## config.mk

```make
export PLATFORM = sky130hd
export DESIGN_NAME = fetch_unit_flat
export DESIGN_NICKNAME = d
export VERILOG_FILES = /design/src/rtl/fetch_pkg.sv /design/src/rtl/fetch_unit_if.sv /design/src/rtl/fetch_unit.sv /design/src/flat_wrapper.sv
export SDC_FILE = /design/constraint.sdc
export NUM_CORES = 1
export LEC_CHECK = 0
export ABC_AREA = 1
export CORE_MARGIN = 4
export CORE_UTILIZATION = 43
export DETAILED_ROUTE_END_ITERATION = 16
export PLACE_DENSITY = 0.78
export SETUP_SLACK_MARGIN = 0.5
export SLEW_MARGIN = 20
export SYNTH_ARGS = -nofsm -noshare
export SYNTH_HDL_FRONTEND = slang
export SYNTH_SLANG_ARGS = --single-unit
```

## constraint.sdc

```tcl
create_clock -name clk_i -period 1.65 [get_ports clk_i]
set_input_delay 0.165 -clock clk_i [delete_from_list [all_inputs] [get_ports clk_i]]
set_output_delay 0.165 -clock clk_i [all_outputs]
set_load 0.005 [all_outputs]
```

## src/rtl/fetch_pkg.sv

```systemverilog
// Shared types and constants for the instruction-fetch stage.
package fetch_pkg;

  typedef enum logic [2:0] {
    S_IDLE  = 3'd0,
    S_REQ   = 3'd1,
    S_WAIT  = 3'd2,
    S_HOLD  = 3'd3,
    S_DRAIN = 3'd4
  } fetch_state_e;

  localparam logic [31:0] NOP_INSTR = 32'h0000_0013;
  localparam int unsigned PC_INC    = 4;

endpackage

```

## src/rtl/fetch_unit_if.sv

```systemverilog
// Instruction-memory req/gnt/rvalid bus; master side is the fetch unit.
interface fetch_unit_if #(
  parameter int PC_WIDTH          = 32,
  parameter int INSTRUCTION_WIDTH = 32
);
  logic                         imem_req_o;
  logic [PC_WIDTH-1:0]          imem_addr_o;
  logic                         imem_gnt_i;
  logic                         imem_rvalid_i;
  logic [INSTRUCTION_WIDTH-1:0] imem_rdata_i;

  modport master (
    output imem_req_o, imem_addr_o,
    input  imem_gnt_i, imem_rvalid_i, imem_rdata_i
  );

  modport slave (
    input  imem_req_o, imem_addr_o,
    output imem_gnt_i, imem_rvalid_i, imem_rdata_i
  );
endinterface

```

## src/rtl/fetch_unit.sv

```systemverilog
// RV32I fetch stage: owns the PC, keeps one imem request in flight and feeds
// the F/D register, substituting a NOP bubble when nothing valid is available.
module fetch_unit
  import fetch_pkg::*;
#(
  parameter int                PC_WIDTH          = 32,
  parameter int                INSTRUCTION_WIDTH = 32,
  parameter logic [PC_WIDTH-1:0] RESET_PC        = '0
) (
  input  logic                         clk_i,
  input  logic                         rst_ni,
  input  logic                         StallF_i,
  input  logic                         PCSrcE_i,
  input  logic [PC_WIDTH-1:0]          PCTargetE_i,
  fetch_unit_if.master                 imem,
  output logic [PC_WIDTH-1:0]          PCF_o,
  output logic [PC_WIDTH-1:0]          PCPlus4F_o,
  output logic [INSTRUCTION_WIDTH-1:0] InstrF_o,
  output logic                         ValidF_o
);

  localparam logic [INSTRUCTION_WIDTH-1:0] NOP = INSTRUCTION_WIDTH'(NOP_INSTR);

  fetch_state_e                 r_state, w_state_d;
  logic [PC_WIDTH-1:0]          r_pc, w_pc_d, w_pc_plus4;
  logic [INSTRUCTION_WIDTH-1:0] r_instr_buf, w_instr_buf_d;

  assign w_pc_plus4 = r_pc + PC_WIDTH'(PC_INC);

  always_ff @(posedge clk_i or negedge rst_ni) begin
    if (!rst_ni) begin
      r_state     <= S_IDLE;
      r_pc        <= RESET_PC;
      r_instr_buf <= '0;
    end else begin
      r_state     <= w_state_d;
      r_pc        <= w_pc_d;
      r_instr_buf <= w_instr_buf_d;
    end
  end

  always_comb begin
    w_state_d        = r_state;
    w_pc_d           = r_pc;
    w_instr_buf_d    = r_instr_buf;
    imem.imem_req_o  = 1'b0;
    imem.imem_addr_o = r_pc;
    ValidF_o         = 1'b0;
    InstrF_o         = NOP;

    unique case (r_state)
      S_IDLE: begin
        w_state_d = S_REQ;
        if (PCSrcE_i) w_pc_d = PCTargetE_i;
      end

      S_REQ: begin
        // Redirect withdraws an ungranted request and retries at the target.
        if (PCSrcE_i) begin
          w_pc_d = PCTargetE_i;
        end else begin
          imem.imem_req_o = 1'b1;
          if (imem.imem_gnt_i) w_state_d = S_WAIT;
        end
      end

      S_WAIT: begin
        if (imem.imem_rvalid_i) begin
          ValidF_o = 1'b1;
          InstrF_o = imem.imem_rdata_i;
        end
        if (PCSrcE_i) begin
          w_pc_d    = PCTargetE_i;
          w_state_d = imem.imem_rvalid_i ? S_REQ : S_DRAIN;
        end else if (imem.imem_rvalid_i) begin
          if (StallF_i) begin
            w_instr_buf_d = imem.imem_rdata_i;
            w_state_d     = S_HOLD;
          end else begin
            // Back-to-back issue keeps zero-wait memory at one instr/cycle.
            w_pc_d           = w_pc_plus4;
            imem.imem_req_o  = 1'b1;
            imem.imem_addr_o = w_pc_plus4;
            w_state_d        = imem.imem_gnt_i ? S_WAIT : S_REQ;
          end
        end
      end

      S_HOLD: begin
        ValidF_o = 1'b1;
        InstrF_o = r_instr_buf;
        if (PCSrcE_i) begin
          w_pc_d    = PCTargetE_i;
          w_state_d = S_REQ;
        end else if (!StallF_i) begin
          w_pc_d    = w_pc_plus4;
          w_state_d = S_REQ;
        end
      end

      S_DRAIN: begin
        // Stale response still owed by memory; swallow it before re-issuing.
        if (PCSrcE_i) w_pc_d = PCTargetE_i;
        if (imem.imem_rvalid_i) w_state_d = S_REQ;
      end

      default: begin
        w_state_d = S_IDLE;
      end
    endcase
  end

  assign PCF_o      = r_pc;
  assign PCPlus4F_o = w_pc_plus4;

endmodule

```

## src/flat_wrapper.sv

```systemverilog
// flat-port wrapper written by rule: the top's interface ports become plain ports
module fetch_unit_flat import fetch_pkg::*;
#(
  parameter int                PC_WIDTH          = 32,
  parameter int                INSTRUCTION_WIDTH = 32,
  parameter logic [PC_WIDTH-1:0] RESET_PC        = '0
)
  (clk_i, rst_ni, StallF_i, PCSrcE_i, PCTargetE_i, PCF_o, PCPlus4F_o, InstrF_o, ValidF_o, imem_imem_req_o, imem_imem_addr_o, imem_imem_gnt_i, imem_imem_rvalid_i, imem_imem_rdata_i);
  fetch_unit_if #(.PC_WIDTH(PC_WIDTH), .INSTRUCTION_WIDTH(INSTRUCTION_WIDTH)) imem_i ();
  input  logic clk_i;
  input  logic rst_ni;
  input  logic StallF_i;
  input  logic PCSrcE_i;
  input  logic [PC_WIDTH-1:0] PCTargetE_i;
  output logic [PC_WIDTH-1:0] PCF_o;
  output logic [PC_WIDTH-1:0] PCPlus4F_o;
  output logic [INSTRUCTION_WIDTH-1:0] InstrF_o;
  output logic ValidF_o;
  output wire logic [$bits(imem_i.imem_req_o)-1:0] imem_imem_req_o;
  output wire logic [$bits(imem_i.imem_addr_o)-1:0] imem_imem_addr_o;
  input wire logic [$bits(imem_i.imem_gnt_i)-1:0] imem_imem_gnt_i;
  input wire logic [$bits(imem_i.imem_rvalid_i)-1:0] imem_imem_rvalid_i;
  input wire logic [$bits(imem_i.imem_rdata_i)-1:0] imem_imem_rdata_i;
  assign imem_imem_req_o = imem_i.imem_req_o;
  assign imem_imem_addr_o = imem_i.imem_addr_o;
  assign imem_i.imem_gnt_i = imem_imem_gnt_i;
  assign imem_i.imem_rvalid_i = imem_imem_rvalid_i;
  assign imem_i.imem_rdata_i = imem_imem_rdata_i;
  fetch_unit #(.PC_WIDTH(PC_WIDTH), .INSTRUCTION_WIDTH(INSTRUCTION_WIDTH), .RESET_PC(RESET_PC)) u_core (.clk_i(clk_i), .rst_ni(rst_ni), .StallF_i(StallF_i), .PCSrcE_i(PCSrcE_i), .PCTargetE_i(PCTargetE_i), .imem(imem_i), .PCF_o(PCF_o), .PCPlus4F_o(PCPlus4F_o), .InstrF_o(InstrF_o), .ValidF_o(ValidF_o));
endmodule
```

==> metrics.md, run 1 <==
| Metric | Value |
|---|---|
| Outcome | `stopped before the end` |
| Stop stage | `5_1_grt` |
| Tool Error | `[ERROR DPL-0038] Utilization greater than 100%, impossible to legalize` |
| Worst_ep kind | `top-level output` |
| Synth Register Bits | `67` |
| Post-synthesis cell count | `1066` |
| Post-DP HPWL | `18400 µm` |
| Largest net degree at the start of global routing | `just under 70` |
| Die width | `between 100 and 150 µm` |
| Synth unique cells | `38` |
| Dpl ws | `-0.754 ns` |
| # rows | `43` |
| Syn_nets | `about 1100` |
| IO Pins | `200` |
| Starting Density | `between 40% and 50%` |
| DP Cell Count | `between 1500 and 2000` |
| Longest Clk Path Bufs | `2` |
| Seq/Total Area, Yosys | `a little over a quarter` |
| IO Port Bufs | `approximately 200` |
| # H-tree levels | `3` |
| Die H | `128 µm` |
| Syn_area_per_cell | `between 5 and 6 µm²` |
| End pin of the worst setup path after global-route repair | `imem_imem_addr_o[14]` |
| CTS buffer count | `9` |
| Post-Syn Area | `around 6200 µm²` |
| CTS root buffer | `clkbuf_16` |
| CTS sink count | `67` |
| Yosys Warn Count | `0` |
| Routability Congestion | `roughly 1` |
==> logic make-up after synthesis <==
group                    Yosys count  synth area share [%]
multiplexers                       1                 0.160
XOR/XNOR                           7                 0.983
flip-flops                        67                  26.9
adder cells (fa/ha/maj)            1                 0.201
AND/OR/NAND/NOR                  608                  41.3
AO/OA/AOI/OAI                    201                  18.3
buffers and inverters            181                  12.2
==> cells in the mapped netlist <==
library cell	number	area, µm²
clkbuf_2	1	5.00
o211ai_1	16	120
a32oi_1	3	26.3
clkbuf_1	24	90.1
o22ai_1	19	119
dfrtp_1	67	1680
nor2_2	10	62.6
a311oi_1	1	8.76
nand3_2	3	30.0
nand3b_1	1	7.51
nor3_1	2	10.0
inv_2	6	22.5
a22oi_1	1	7.51
buf_2	24	120
mux2i_1	1	10.0
a21oi_1	42	210
o21ai_2	9	78.8
o21ai_1	17	85.1
nand2_1	413	1550
inv_4	1	6.26
a31oi_1	5	31.3
nand3_1	97	485
nor2_8	2	40.0
ha_1	1	12.5
a21o_1	2	15.0
o32ai_1	1	8.76
nor2_4	8	90.1
buf_4	8	60.1
nand4_1	1	6.26
a21oi_2	1	8.76
nor2_1	63	236
xor2_1	7	61.3
inv_1	111	417
nand2_2	6	37.5
o21ai_0	84	420
buf_6	2	22.5
nand2_4	2	22.5
buf_1	4	15.0
==> through the flow <==
stage | instance area (µm²) | TNS, ns
CTS | 12200 | -56.32
global placement | 10100 | -48.53
detailed placement | 10100 | -53.10
floorplan | 6680 | 0
==> what timing repair did <==
item	CTS
resized for setup	639
endpoints found under the setup margin	197
hold endpoints to repair	67
cloned	3
pin swaps	111
hold buffers	1
buffers inserted	139
==> run 2, diff against run 1 <==
Settings changed: CORE_UTILIZATION 43 to 40, PLACE_DENSITY 0.78 to default, PLACE_DENSITY_LB_ADDON from default to 0.15, SETUP_SLACK_MARGIN 0.5 to default.
Clock period 1.65 ns to 2.15 ns, I/O delays scaled along.
==> run 2 against run 1 <==
The flow now finishes, with violations (negative setup slack); area after synthesis stayed put; synthesized cell count stayed put.
==> metrics.md, run 2 <==
| Metric | Value |
|---|---|
| Outcome | `finished, violations left` |
| Failing checks | `negative setup slack` |
| Commonest non-fill, non-tap cell in the layout | `nand2_1` |
| # rows | `45` |
| Crit share post-route | `115%` |
| Syn_area_per_cell | `5.85 µm²` |
| Critical path arrival | `roughly 2.3 ns` |
| Final wirelength | `around 28000 µm` |
| ANT cells | `0` |
| Synth Register Bits | `67` |
| CTS root buffer | `clkbuf_16` |
| Worst IR Drop VDD | `about 0.00064 V` |
| Nets | `1521` |
| Synth-to-Final Area Change | `80.1%` |
| Setup WS post-layout | `-0.329 ns` |
| Routability Congestion | `between 0.9 and 1` |
| Final worst path period need | `about 2.5 ns` |
| DRC viols | `0` |
| RSZ-0062 raised after global routing | `yes` |
| Worst path slowest cell | `dfrtp_1` |
| First-pass GRT wire length | `approximately 41000 µm` |
| Post-Syn Area | `slightly above 6000 µm²` |
| Leakage | `~0.0057 µW` |
| Initial DRC Count | `916` |
| Seq/Total Area, Yosys | `26.9%` |
| Starting Density | `roughly two fifths` |
| Via density | `5.42` |
| Largest net degree at the start of global routing | `between 60 and 70` |
| Synth unique cells | `38` |
| Critical Path Max Stage Delay | `roughly 0.42 ns` |
| Count of final max-slew check failures | `0` |
| Reg clk slew, reported paths | `approximately 0.050 ns` |
| Power Density | `about 1200 nW/µm²` |
| Vias in the first global route | `approximately 8400` |
| Setup Viol. Count Final | `37` |
| Cell mode on critical path | `buf_6` |
| CP endpoint kind | `output pin` |
| Most frequent cells in the layout | `358 x nand2_1, 178 x buf_4, 105 x inv_1, 105 x clkdlybuf4s50_1, 65 x dfrtp_1` |
| Slew headroom | `between 50 and 60%` |
| Total number of vias | `between 9000 and 10000` |
| Initial antenna violation count | `0` |
| Total power draw | `~14000 µW` |
| Register area | `1680 µm²` |
| Worst hold margin | `slightly above 0.4 ns` |
| Ys async rst share | `between 90% and 100%` |
| GRT Util Overall | `approximately 28%` |
| Post-DP HPWL | `around 18000 µm` |
| Post-synthesis cell count | `~1100` |
| Later-pin clock latency in the skew report | `~0.35 ns` |
| List of most frequent post-synthesis cells | `413 x nand2_1, 111 x inv_1, 97 x nand3_1, 84 x o21ai_0, 67 x dfrtp_1` |
| Die width | `~130 µm` |
| Post-synth top area share | `a little over a quarter` |
| CTS buffer count | `9` |
| CP bufs+invs | `5` |
| Area of the multi-input gates | `4720 µm²` |
| Final Hold Viols | `0` |
| Clk_skew | `0.0108 ns` |
| Post-DRT Antenna Nets | `0` |
| Yosys Warn Count | `0` |
| CTS tree | `yes` |
| Util after Layout | `~74%` |
| Die Area | `between 15000 and 20000 µm²` |
| Least-Margin Pin Slew | `0.628 ns` |
| Critical Path RT | `between 1.5 and 2 ns` |
| Core Area | `about 15000 µm²` |
| CP Cell Sequence | `buf_6, inv_4, nor2_4, nand2_4, buf_6, nor2_4, buf_6, nand2_2, nand2_2, nand3_2, nand3_2, nand2_1, nand2_1, o21ai_2, buf_2` |
| Share of cells above drive strength 1 | `a little over a third` |
| Top_reg_cell synth | `dfrtp_1` |
| Drt pass-1 iters | `8` |
| Post-synth EDFFs | `0` |
| Crit path launch type | `register` |
| Max Freq | `just over 400 MHz` |
| CTS sink count | `67` |
| Worst-path fanout max | `5` |
| # H-tree levels | `3` |
| GR Overflow Total | `0` |
| IO Port Bufs | `199` |
| WL per Instance | `around 17 µm` |
| Area leader, netlist | `dfrtp_1` |
| Most frequent cell after synthesis | `nand2_1` |
| Die H | `133 µm` |
| Max Cap Viol | `0` |
| Hold crit path type | `input pin to register` |
| Worst path top cell family by delay | `simple AND/OR/NAND/NOR gates` |
| Longest Clk Path Bufs | `2` |
| Top cells by area, synth | `dfrtp_1 27%, nand2_1 25%, nand3_1 7.8%` |
| Syn_nets | `1137` |
| IO Pins | `200` |
| Worst Setup Path Type | `register to output pin` |
| # fillers | `between 1000 and 1500` |
-- run 2: final timing paths --
kind	start	end	slack [ns]	cells past startpoint
max reg2reg	u_core.PCF_o[2]	u_core.PCF_o[21]	-0.23	18
min in group asynchronous	rst_ni	u_core.PCF_o[11]	0.45	3
max in group asynchronous	rst_ni	u_core.PCF_o[31]	1.36	3
max	u_core.PCF_o[2]	imem_imem_addr_o[27]	-0.33	15
min reg2reg	u_core.r_instr_buf[22]	u_core.r_instr_buf[22]	0.48	2
min	PCTargetE_i[1]	u_core.PCF_o[1]	0.41	3
-- run 2: what timing repair did --
item / 4_1_cts / 5_1_grt
endpoints found under the hold margin: 67 / 0
gates resized for setup: 343 / 249
setup buffers: 61 / 44
hold buffers: 1 / 0
endpoints found under the setup margin: 90 / 90
pin swaps: 60 / 100
cloned: 0 / 1
-- run 2: layout make-up --
type | instances | area share [%]
clock buffers | 9 | 2.00
well taps | 211 | 2.35
flip-flops and latches | 67 | 14.9
repair buffers | 436 | 34.1
inverters | 118 | 4.17
multi-input cells | 818 | 42.0
clock inverters | 4 | 0.401
-- run 2: power breakdown --
part	internal (µW)	switching (µW)	leakage (µW)
clock	872	572	0.000137
combinational	4830	5390	0.00473
sequential	1870	499	0.000802
-- run 2: worst reg2reg max path, delay by kind of cell, from the launching register on --
kind                   cells  cell delay, ns
AND/OR/NAND/NOR            8            0.78
flip-flops                 1            0.42
buffers and inverters      9            1.03
AO/OA/AOI/OAI              1            0.12
-- run 2: cell families (layout without fill, tap and decap cells) --
| kind of cell | Yosys count | count (layout) | synth area share (%) |
|---|---|---|---|
| buf+inv | 181 | 567 | 12.2 |
| xor+xnor | 7 | 7 | 0.983 |
| fa+ha+maj | 1 | 1 | 0.201 |
| compound gates | 201 | 201 | 18.3 |
| mux | 1 | 1 | 0.160 |
| flops | 67 | 67 | 26.9 |
| simple gates | 608 | 608 | 41.3 |
-- run 2: stage by stage --
stage	TNS (ns)	std cells	worst slack, ns	cell area [µm²]
after floorplan	0	1066	0.367	6240
after global placement	-3.82	1566	-0.237	9470
after detailed placement	-4.90	1566	-0.221	9470
after CTS	-4.12	1641	-0.224	10600
after global routing	-11.75	1663	-0.443	11200
final	-5.91	1663	-0.329	11200
-- run 2: layer usage --
metal | global-route usage, % | vias to the layer above | wire, µm
li1 | - | 4190 | -
met4 | 12.9 | 0 | 1550
met1 | 34.4 | 4085 | 10600
met5 | 0 | - | 0
met2 | 47.5 | 580 | 13400
met3 | 7.30 | 160 | 2860
Power figures use the tool's default switching activity.
